$ cat src/rtl/uart_rx_ctrl.sv
// uart_rx_ctrl: control block that sits between a UART RX datapath and an audio sink.
// It generates the 16x oversample tick and pairs received bytes into 16-bit samples
// ({high byte, low byte}). A low byte whose high byte never arrives is dropped after a
// tick timeout. Samples are buffered in an 8-deep first-word-fall-through FIFO, and
// error events are counted in a saturating 8-bit counter.
//
// Build option: define UART_RX_CTRL_PARITY_EN to reject bytes flagged with rx_perr.
//
// State | meaning
// S_LO  | waiting for the low byte of a sample
// S_HI  | low byte held, waiting for the high byte (timeout counter running)
module uart_rx_ctrl #(
    parameter int DIV           = 326,
    parameter int TIMEOUT_TICKS = 512
) (
    input  logic        CLK50MHz,
    input  logic        RESET,
    input  logic        ctrl_en,
    input  logic [7:0]  rx_byte,
    input  logic        rx_valid,
    input  logic        rx_perr,
    output logic        tick,
    output logic        rx_en,
    output logic [15:0] smp_data,
    output logic        smp_valid,
    input  logic        smp_ready,
    output logic [3:0]  fifo_level,
    output logic [7:0]  err_cnt
);

    localparam int CW = (DIV > 1) ? $clog2(DIV) : 1;
    localparam int TW = $clog2(TIMEOUT_TICKS + 1);
    localparam logic [CW-1:0] DIV_LAST = CW'(DIV - 1);
    localparam logic [TW-1:0] TO_LAST  = TW'(TIMEOUT_TICKS - 1);

    typedef enum logic {S_LO, S_HI} state_t;

    state_t        state;
    logic [CW-1:0] div_cnt;
    logic [TW-1:0] to_cnt;
    logic [7:0]    lo_byte;
    logic [15:0]   mem [8];
    logic [2:0]    wr_ptr;
    logic [2:0]    rd_ptr;
    logic [3:0]    count;

    logic accept;
    logic perr_rej;
    logic push_req;
    logic do_push;
    logic overflow;
    logic pop;
    logic full;
    logic to_evt;
    logic err_evt;

`ifndef UART_RX_CTRL_PARITY_EN
    // Parity flag has no effect in this build.
    logic unused_perr;
    assign unused_perr = rx_perr;
`endif

    // Byte qualification, FIFO handshake and error event decode.
    always_comb begin
`ifdef UART_RX_CTRL_PARITY_EN
        accept   = ctrl_en & rx_valid & ~rx_perr;
        perr_rej = ctrl_en & rx_valid & rx_perr;
`else
        accept   = ctrl_en & rx_valid;
        perr_rej = 1'b0;
`endif
        smp_valid  = (count != 4'd0);
        fifo_level = count;
        smp_data   = mem[rd_ptr];
        full       = (count == 4'd8);
        pop        = smp_valid & smp_ready;
        push_req   = (state == S_HI) & accept;
        // A full FIFO still accepts a word when the head leaves in the same cycle.
        do_push    = push_req & (~full | pop);
        overflow   = push_req & full & ~pop;
        // A byte arriving on the expiry tick takes priority over the timeout.
        to_evt     = (state == S_HI) & ctrl_en & tick & (to_cnt == TO_LAST) & ~rx_valid;
        err_evt    = to_evt | perr_rej | overflow;
    end

    // Oversample divider and registered copy of the enable.
    always_ff @(posedge CLK50MHz or negedge RESET) begin
        if (!RESET) begin
            div_cnt <= '0;
            tick    <= 1'b0;
            rx_en   <= 1'b0;
        end else begin
            rx_en <= ctrl_en;
            if (!ctrl_en) begin
                div_cnt <= '0;
                tick    <= 1'b0;
            end else if (div_cnt == DIV_LAST) begin
                div_cnt <= '0;
                tick    <= 1'b1;
            end else begin
                div_cnt <= div_cnt + 1'b1;
                tick    <= 1'b0;
            end
        end
    end

    // Byte pairing FSM with low-byte timeout.
    always_ff @(posedge CLK50MHz or negedge RESET) begin
        if (!RESET) begin
            state   <= S_LO;
            lo_byte <= '0;
            to_cnt  <= '0;
        end else if (!ctrl_en) begin
            state   <= S_LO;
            lo_byte <= '0;
            to_cnt  <= '0;
        end else begin
            case (state)
                S_LO: begin
                    if (accept) begin
                        lo_byte <= rx_byte;
                        to_cnt  <= '0;
                        state   <= S_HI;
                    end
                end
                S_HI: begin
                    if (accept || perr_rej || to_evt) begin
                        lo_byte <= '0;
                        state   <= S_LO;
                    end else if (tick) begin
                        to_cnt <= to_cnt + 1'b1;
                    end
                end
                default: state <= S_LO;
            endcase
        end
    end

    // Sample FIFO storage, pointers and occupancy.
    always_ff @(posedge CLK50MHz or negedge RESET) begin
        if (!RESET) begin
            for (int i = 0; i < 8; i++) mem[i] <= '0;
            wr_ptr <= '0;
            rd_ptr <= '0;
            count  <= '0;
        end else begin
            if (do_push) begin
                mem[wr_ptr] <= {rx_byte, lo_byte};
                wr_ptr      <= wr_ptr + 1'b1;
            end
            if (pop) rd_ptr <= rd_ptr + 1'b1;
            case ({do_push, pop})
                2'b10:   count <= count + 1'b1;
                2'b01:   count <= count - 1'b1;
                default: count <= count;
            endcase
        end
    end

    // Saturating error counter, one increment per cycle at most.
    always_ff @(posedge CLK50MHz or negedge RESET) begin
        if (!RESET) begin
            err_cnt <= '0;
        end else if (err_evt && (err_cnt != 8'hFF)) begin
            err_cnt <= err_cnt + 1'b1;
        end
    end

endmodule

$ cat config.mk
export PLATFORM = sky130hd
export DESIGN_NAME = uart_rx_ctrl
export DESIGN_NICKNAME = d
export VERILOG_FILES = /design/src/rtl/uart_rx_ctrl.sv
export SDC_FILE = /design/constraint.sdc
export NUM_CORES = 1
export LEC_CHECK = 0
export ABC_AREA = 1
export BUFFER_PORTS_ARGS = -buffer_cell sky130_fd_sc_hd__buf_4
export CAP_MARGIN = 25
export CORE_ASPECT_RATIO = 1.1
export CORE_UTILIZATION = 44
export DETAILED_ROUTE_END_ITERATION = 12
export HOLD_SLACK_MARGIN = 0.1
export PLACE_DENSITY = 0.73
export SYNTH_ARGS = -nofsm -noshare
export SYNTH_HDL_FRONTEND = slang
export SYNTH_SLANG_ARGS = --single-unit
$ cat constraint.sdc
create_clock -name CLK50MHz -period 2.2 [get_ports CLK50MHz]
set_input_delay 0.44 -clock CLK50MHz [delete_from_list [all_inputs] [get_ports CLK50MHz]]
set_output_delay 0.44 -clock CLK50MHz [all_outputs]
set_load 0.05 [all_outputs]
Word level (Yosys, flattened, before mapping)
Cells that the tools add are included.
- bits in registers: 176
- input port bits: 14
- output and inout bits: 31
- logic and storage cells: 87
- add/sub/neg operators: 7
- magnitude comparators: 3
- eq/ne operators: 10
- muxes and demuxes: 24
- bitwise gates (word level): 18
- reductions and logical operators: 7
- operator list (operator ; count):
    bitwise mux 128 bit ; 1
    binary-select mux 16 bit (select 3 bit) ; 1
    demux 16 bit (select 3 bit) ; 1
    two-way mux 16 bit ; 3
    two-way mux 10 bit ; 4
    two-way mux 8 bit ; 3
    case mux 10 bit (2 select lines) ; 1
    two-way mux 9 bit ; 2
    case mux 8 bit (2 select lines) ; 1
    adder 10 x 1 -> 10 bit (second input constant) ; 1
    bitwise AND 1 bit ; 10
    equality test 10 x 9 -> 1 bit (second input constant) ; 1
    adder 9 x 1 -> 9 bit (second input constant) ; 1
    equality test 9 bit (second input constant) ; 1
    inequality test 3 bit (second input constant) ; 3
    adder 8 x 1 -> 8 bit (second input constant) ; 1
    greater-or-equal comparator 4 bit (second input constant) ; 2
    inequality test 8 bit (second input constant) ; 1
    NOT 3 -> 4 bit ; 2
    case mux 4 bit (2 select lines) ; 1
    adder 3 x 1 -> 3 bit (second input constant) ; 2
    two-way mux 1 bit ; 5
    adder 4 x 1 -> 4 bit (second input constant) ; 1
    equality test 4 bit (second input constant) ; 1
    other kinds (14) ; 19

Depth between registers and ports, before layout
- depth in word-level cells: 8
- depth in mapped cells: 14
- depth with buffers taken out: 14

Worst setup path after synthesis
Ideal clock, no wire load.
- kind: register -> register
- start: reg count[0], in the netlist fifo_level[0]
- end: reg count[3], in the netlist fifo_level[3]
- setup time: 0.123 ns
- data arrival time: 2.485 ns
- data required time: 2.077 ns
- setup slack: -0.408 ns
- stages on the path, launching flop included: 13
- path buffers: 0
- period minus slack after synthesis: 2.608 ns
- cell sequence: dfrtp_1 -> nor2_1 -> nand3_1 -> nand2_1 -> inv_1 -> ha_1 -> nand2_1 -> inv_1 -> nor2_1 -> nand2_1 -> o21ai_0 -> nand3_1 -> xor2_1
- longest elaborated chain between the ends: 6
- elaborated cells on any way between the ends: 12
- those cells by class: add/sub: 2; eq/ne: 3; mux: 1; bitwise: 4; reduce/logical: 2
- RTL lines (element ; RTL line ; source):
    start: declaration ; 45 ; logic [3:0] count;
    start signal: assignment ; 153 ; 2'b10: count <= count + 1'b1;
    start signal: assignment ; 154 ; 2'b01: count <= count - 1'b1;
    start signal: assignment ; 155 ; default: count <= count;
    nonzero test 4 bit (*) ; 72 ; smp_valid = (count != 4'd0);
    via smp_valid ; 25 ; output logic smp_valid,
    bitwise AND 1 bit (*) ; 76 ; pop = smp_valid & smp_ready;
    via pop ; 52 ; logic pop;
    bitwise OR 1 bit ; 79 ; do_push = push_req & (~full | pop);
    bitwise AND 1 bit ; 79 ;
    equality test 2 x 1 -> 1 bit or equality test 2 bit (tied branches) ; 152 ; case ({do_push, pop})
    case mux 4 bit (2 select lines) or nonzero test 2 bit (tied branches) ; - ;
The timed path passes the listed nets; every way through them passes the cells marked *.
A chain may end at the register's enable or synchronous reset.

Final worst setup path
- start: reg rd_ptr[0]
- end: out smp_data[0]
- longest elaborated chain between the ends: 4
- RTL lines (element ; RTL line ; source):
    start: declaration ; 44 ; logic [2:0] rd_ptr;
    start signal: assignment ; 151 ; if (pop) rd_ptr <= rd_ptr + 1'b1;
    NOT 3 -> 4 bit (implied by the code) ; 74 ; smp_data = mem[rd_ptr];
    binary-select mux 16 bit (select 3 bit) ; 74 ;
    two-way mux 16 bit (implied by the code) (2 in a row) ; 74 ;
    end: declaration ; 24 ; output logic [15:0] smp_data,
No other way between the ends. The select of a mux whose other input is x is not followed.

==> key figures <==
CTS
  – CTS Buf Count: 17
  – Total number of H-tree levels: 4
  – Clk_lat worst skew: 440 ps
  – CTS root buffer: clkbuf_16
  – Number of clock sinks: 176
  – Deepest clock path buffer count: 2
  – CTS tree: yes
  – Clock-pin slew on the worst setup and hold paths: 70 ps

Synth
  – Cell taking the most area after synthesis: dfrtp_1
  – Sequential area share after synthesis: 52.54%
  – Ys flop type: dfrtp_1
  – Synth cell count leaders: 275 x nand2_1, 176 x dfrtp_1, 133 x nor2_1
  – Yosys top cell area share: 52.54%
  – EDFF count, synth: 0
  – YS warnings: 0
  – Syn Inst Count: 976
  – Post-synth net total: 999
  – Distinct cells, synth: 31
  – Post-synth ARST share: 100.0%
  – Synth top area cells: dfrtp_1 53%, nand2_1 12%, o21ai_1 6.6%
  – Mapped cell area: 8383 sq um
  – Avg Synthesized Cell Area: 8.589 sq um
  – Count leader, synth: nand2_1
  – Synth Register Bits: 176

Worst setup path
  – Flop-to-flop setup slack: 240 ps
  – Largest fanout on the critical path: 8
  – Worst Setup End Kind: output pin
  – Crit path kind: reg2out
  – Worst setup SP type: flop
  – Req. time, crit path: 1760 ps
  – Crit path DAT: 1910 ps

Timing
  – Final setup fails: 16
  – Hold WS: 152.9 ps
  – Final hold violation count: 0
  – RSZ-0062 raised after global routing: true
  – Worst Skew: 6.974 ps
  – Slew Limit Fails: 0
  – Worst-margin pin slew: 610.9 ps
  – Final period util: 106.8%
  – Max transition margin: 59.19%
  – Maximum clock frequency: 425.7 MHz
  – Final min period: 2349 ps
  – Setup ws final: -149.1 ps

Floorplan
  – Die Y: 146.8 um
  – Core Area: 18540 sq um
  – Starting density of the core: 45.21%
  – DIE AREA: 19610 sq um
  – Die W: 133.6 um
  – Top Ports: 45
  – Num rows: 52

Route
  – Iteration-0 DRC Markers: 511
  – Routed wire length per instance: 15.86 um
  – Final wirelength: 20150 um
  – Vias per Instance: 5.357
  – Post-DRT Antenna Nets: 0
  – 1st-pass router iterations: 5
  – Routed via count: 6809
  – Drt drc: 0

GRT
  – Overall routing resource usage: 21.45%
  – Vias in the first global route: 6542
  – Largest net degree at the start of global routing: 67
  – Initial antenna violation count: 0
  – GRT Residual Overflow: 0
  – First-pass GRT wire length: 33130 um

Power and ir drop
  – Clock power share: 22.1%
  – Leak: 4.568 nW
  – Reg power frac: 32.6%
  – Maximum VDD drop: 747.4 uV
  – Power per cell area: 1419 nW/um^2
  – Internal power: 8.424 mW
  – Sw Pwr: 5.827 mW
  – Comb power frac: 45.3%
  – Switching power share of the total: 40.89%
  – Design Power: 14.25 mW

Run
  – Maxcap violations: 0

Layout
  – Final core utilization: 54.15%
  – Area grow syn2layout: 19.78%
  – N_diodes: 0
  – Fillers: 1617
  – # nets final: 1039
  – Share of post-route cells with drive strength above 1: 18.09%
  – Area occupied by multi-input gates: 3675 sq um
  – Register area: 4412 sq um

Placement
  – Placer Congestion: 0.8197
  – PortBufs: 43
  – DP HPWL: 11570 um
  – Place WS: 139.9 ps

Worst hold path
  – Hold/Removal Path Class: in2reg

Status
  – Violated checks: negative setup slack
  – Status: finished, violations left
## layout by cell type, fill, tap and decap left out, types with 2 or more instances in the layout
cell | Yosys | layout
nor2_2 | 0 | 16
nor2_4 | 0 | 5
dfrtp_1 | 176 | 170
ha_1 | 9 | 9
inv_6 | 0 | 3
nand2_1 | 275 | 266
buf_16 | 0 | 2
inv_2 | 1 | 2
nand2_4 | 2 | 2
nand4_4 | 7 | 7
xor2_1 | 8 | 8
nand4_1 | 3 | 3
xnor2_1 | 8 | 8
o32ai_1 | 32 | 12
buf_6 | 20 | 9
nor3_1 | 5 | 5
o21ai_1 | 111 | 112
nand3_1 | 26 | 25
o32ai_2 | 0 | 20
o21ai_2 | 10 | 10
clkbuf_16 | 0 | 20
nand2_2 | 1 | 10
bufinv_16 | 0 | 3
nor2_1 | 133 | 112
buf_12 | 1 | 7
clkinv_4 | 1 | 2
inv_1 | 46 | 44
buf_8 | 0 | 10
buf_4 | 0 | 40
a21oi_1 | 7 | 7
o21ai_0 | 58 | 57
clkbuf_8 | 0 | 2
clkinvlp_4 | 0 | 3
clkinv_2 | 1 | 3
dfrtp_2 | 0 | 6
## state kept, by name, indices dropped and copies added, names as in the netlist
name,flops
wr_ptr,3
mem,128
rd_ptr,3
div_cnt,9
fifo_level,4
lo_byte,8
rx_en,1
err_cnt,8
state,1
tick,1
to_cnt,10
## worst max-delay path, stage by stage, from the launching register on
cell and delay (ps):
dfrtp_2 500, inv_8 160, buf_12 130, buf_16 140, nor2_4 40, o32ai_2 180, nand2_1 90, nand2_2 80
buf_8 140
## timing repair
action / 4_1_cts / 5_1_grt
endpoints found under the setup margin: 16 / 23
pin swaps: 2 / 23
buffers inserted: 2 / 0
endpoints found under the hold margin: 47 / 0
hold buffers: 1 / 0
cloned: 3 / 3
gates resized for setup: 42 / 49
## cell families after synthesis
family,Yosys count,share of synthesized area (%)
and+or+nand+nor,454,22.70
AOI/OAI and AO/OA,219,14.99
DFF,176,52.54
buffers and inverters,102,6.761
xor gates and xnor gates,16,1.672
adders and majority gates,9,1.343
## area by class of cell
type | count | area share [%]
Sequential cell | 176 | 43.94
Tap cell | 243 | 3.028
Clock buffer | 19 | 4.511
Multi-Input combinational cell | 698 | 36.60
Inverter | 51 | 2.069
Timing Repair Buffer | 72 | 8.287
Clock inverter | 12 | 1.570
## path summary, 6_finish.rpt
path | cells past startpoint | end | startpoint
min in group asynchronous | 2 | mem[9] | RESET
setup reg to reg | 12 | fifo_level[3] | fifo_level[0]
hold / removal | 1 | rx_en | ctrl_en
hold reg to reg | 1 | div_cnt[8] | div_cnt[8]
max in group asynchronous | 3 | mem[77] | RESET
setup / recovery | 8 | smp_data[0] | rd_ptr[0]
## power groups by stage
stage	clock, mW	sequential, mW	combinational, mW
floorplan	0	4.65	3.59
global placement	0	4.60	5.03
detailed placement	0	4.63	5.12
CTS	3.19	4.59	5.89
global route	3.32	4.74	6.96
finish	3.15	4.64	6.45
## through the flow
| step | cells | instance area (sq um) | TNS, ps |
|---|---|---|---|
| after floorplan | 976 | 8403 | 0 |
| final | 1271 | 10040 | -1862 |
| after CTS | 1269 | 9782 | -1720 |
| after detailed placement | 1232 | 8890 | 0 |
| after global routing | 1271 | 10040 | -3004 |
| after global placement | 1232 | 8890 | 0 |
## metal layers
metal  vias up  global-route usage (%)  share of wire (%)
met5         -                       0                  0
met1      3272                   27.91                 43
met3        42                   3.658                5.3
met2       196                   35.68                 49
li1       3299                       -                  -
met4         0                   8.409                2.5
Power figures use the tool's default switching activity.
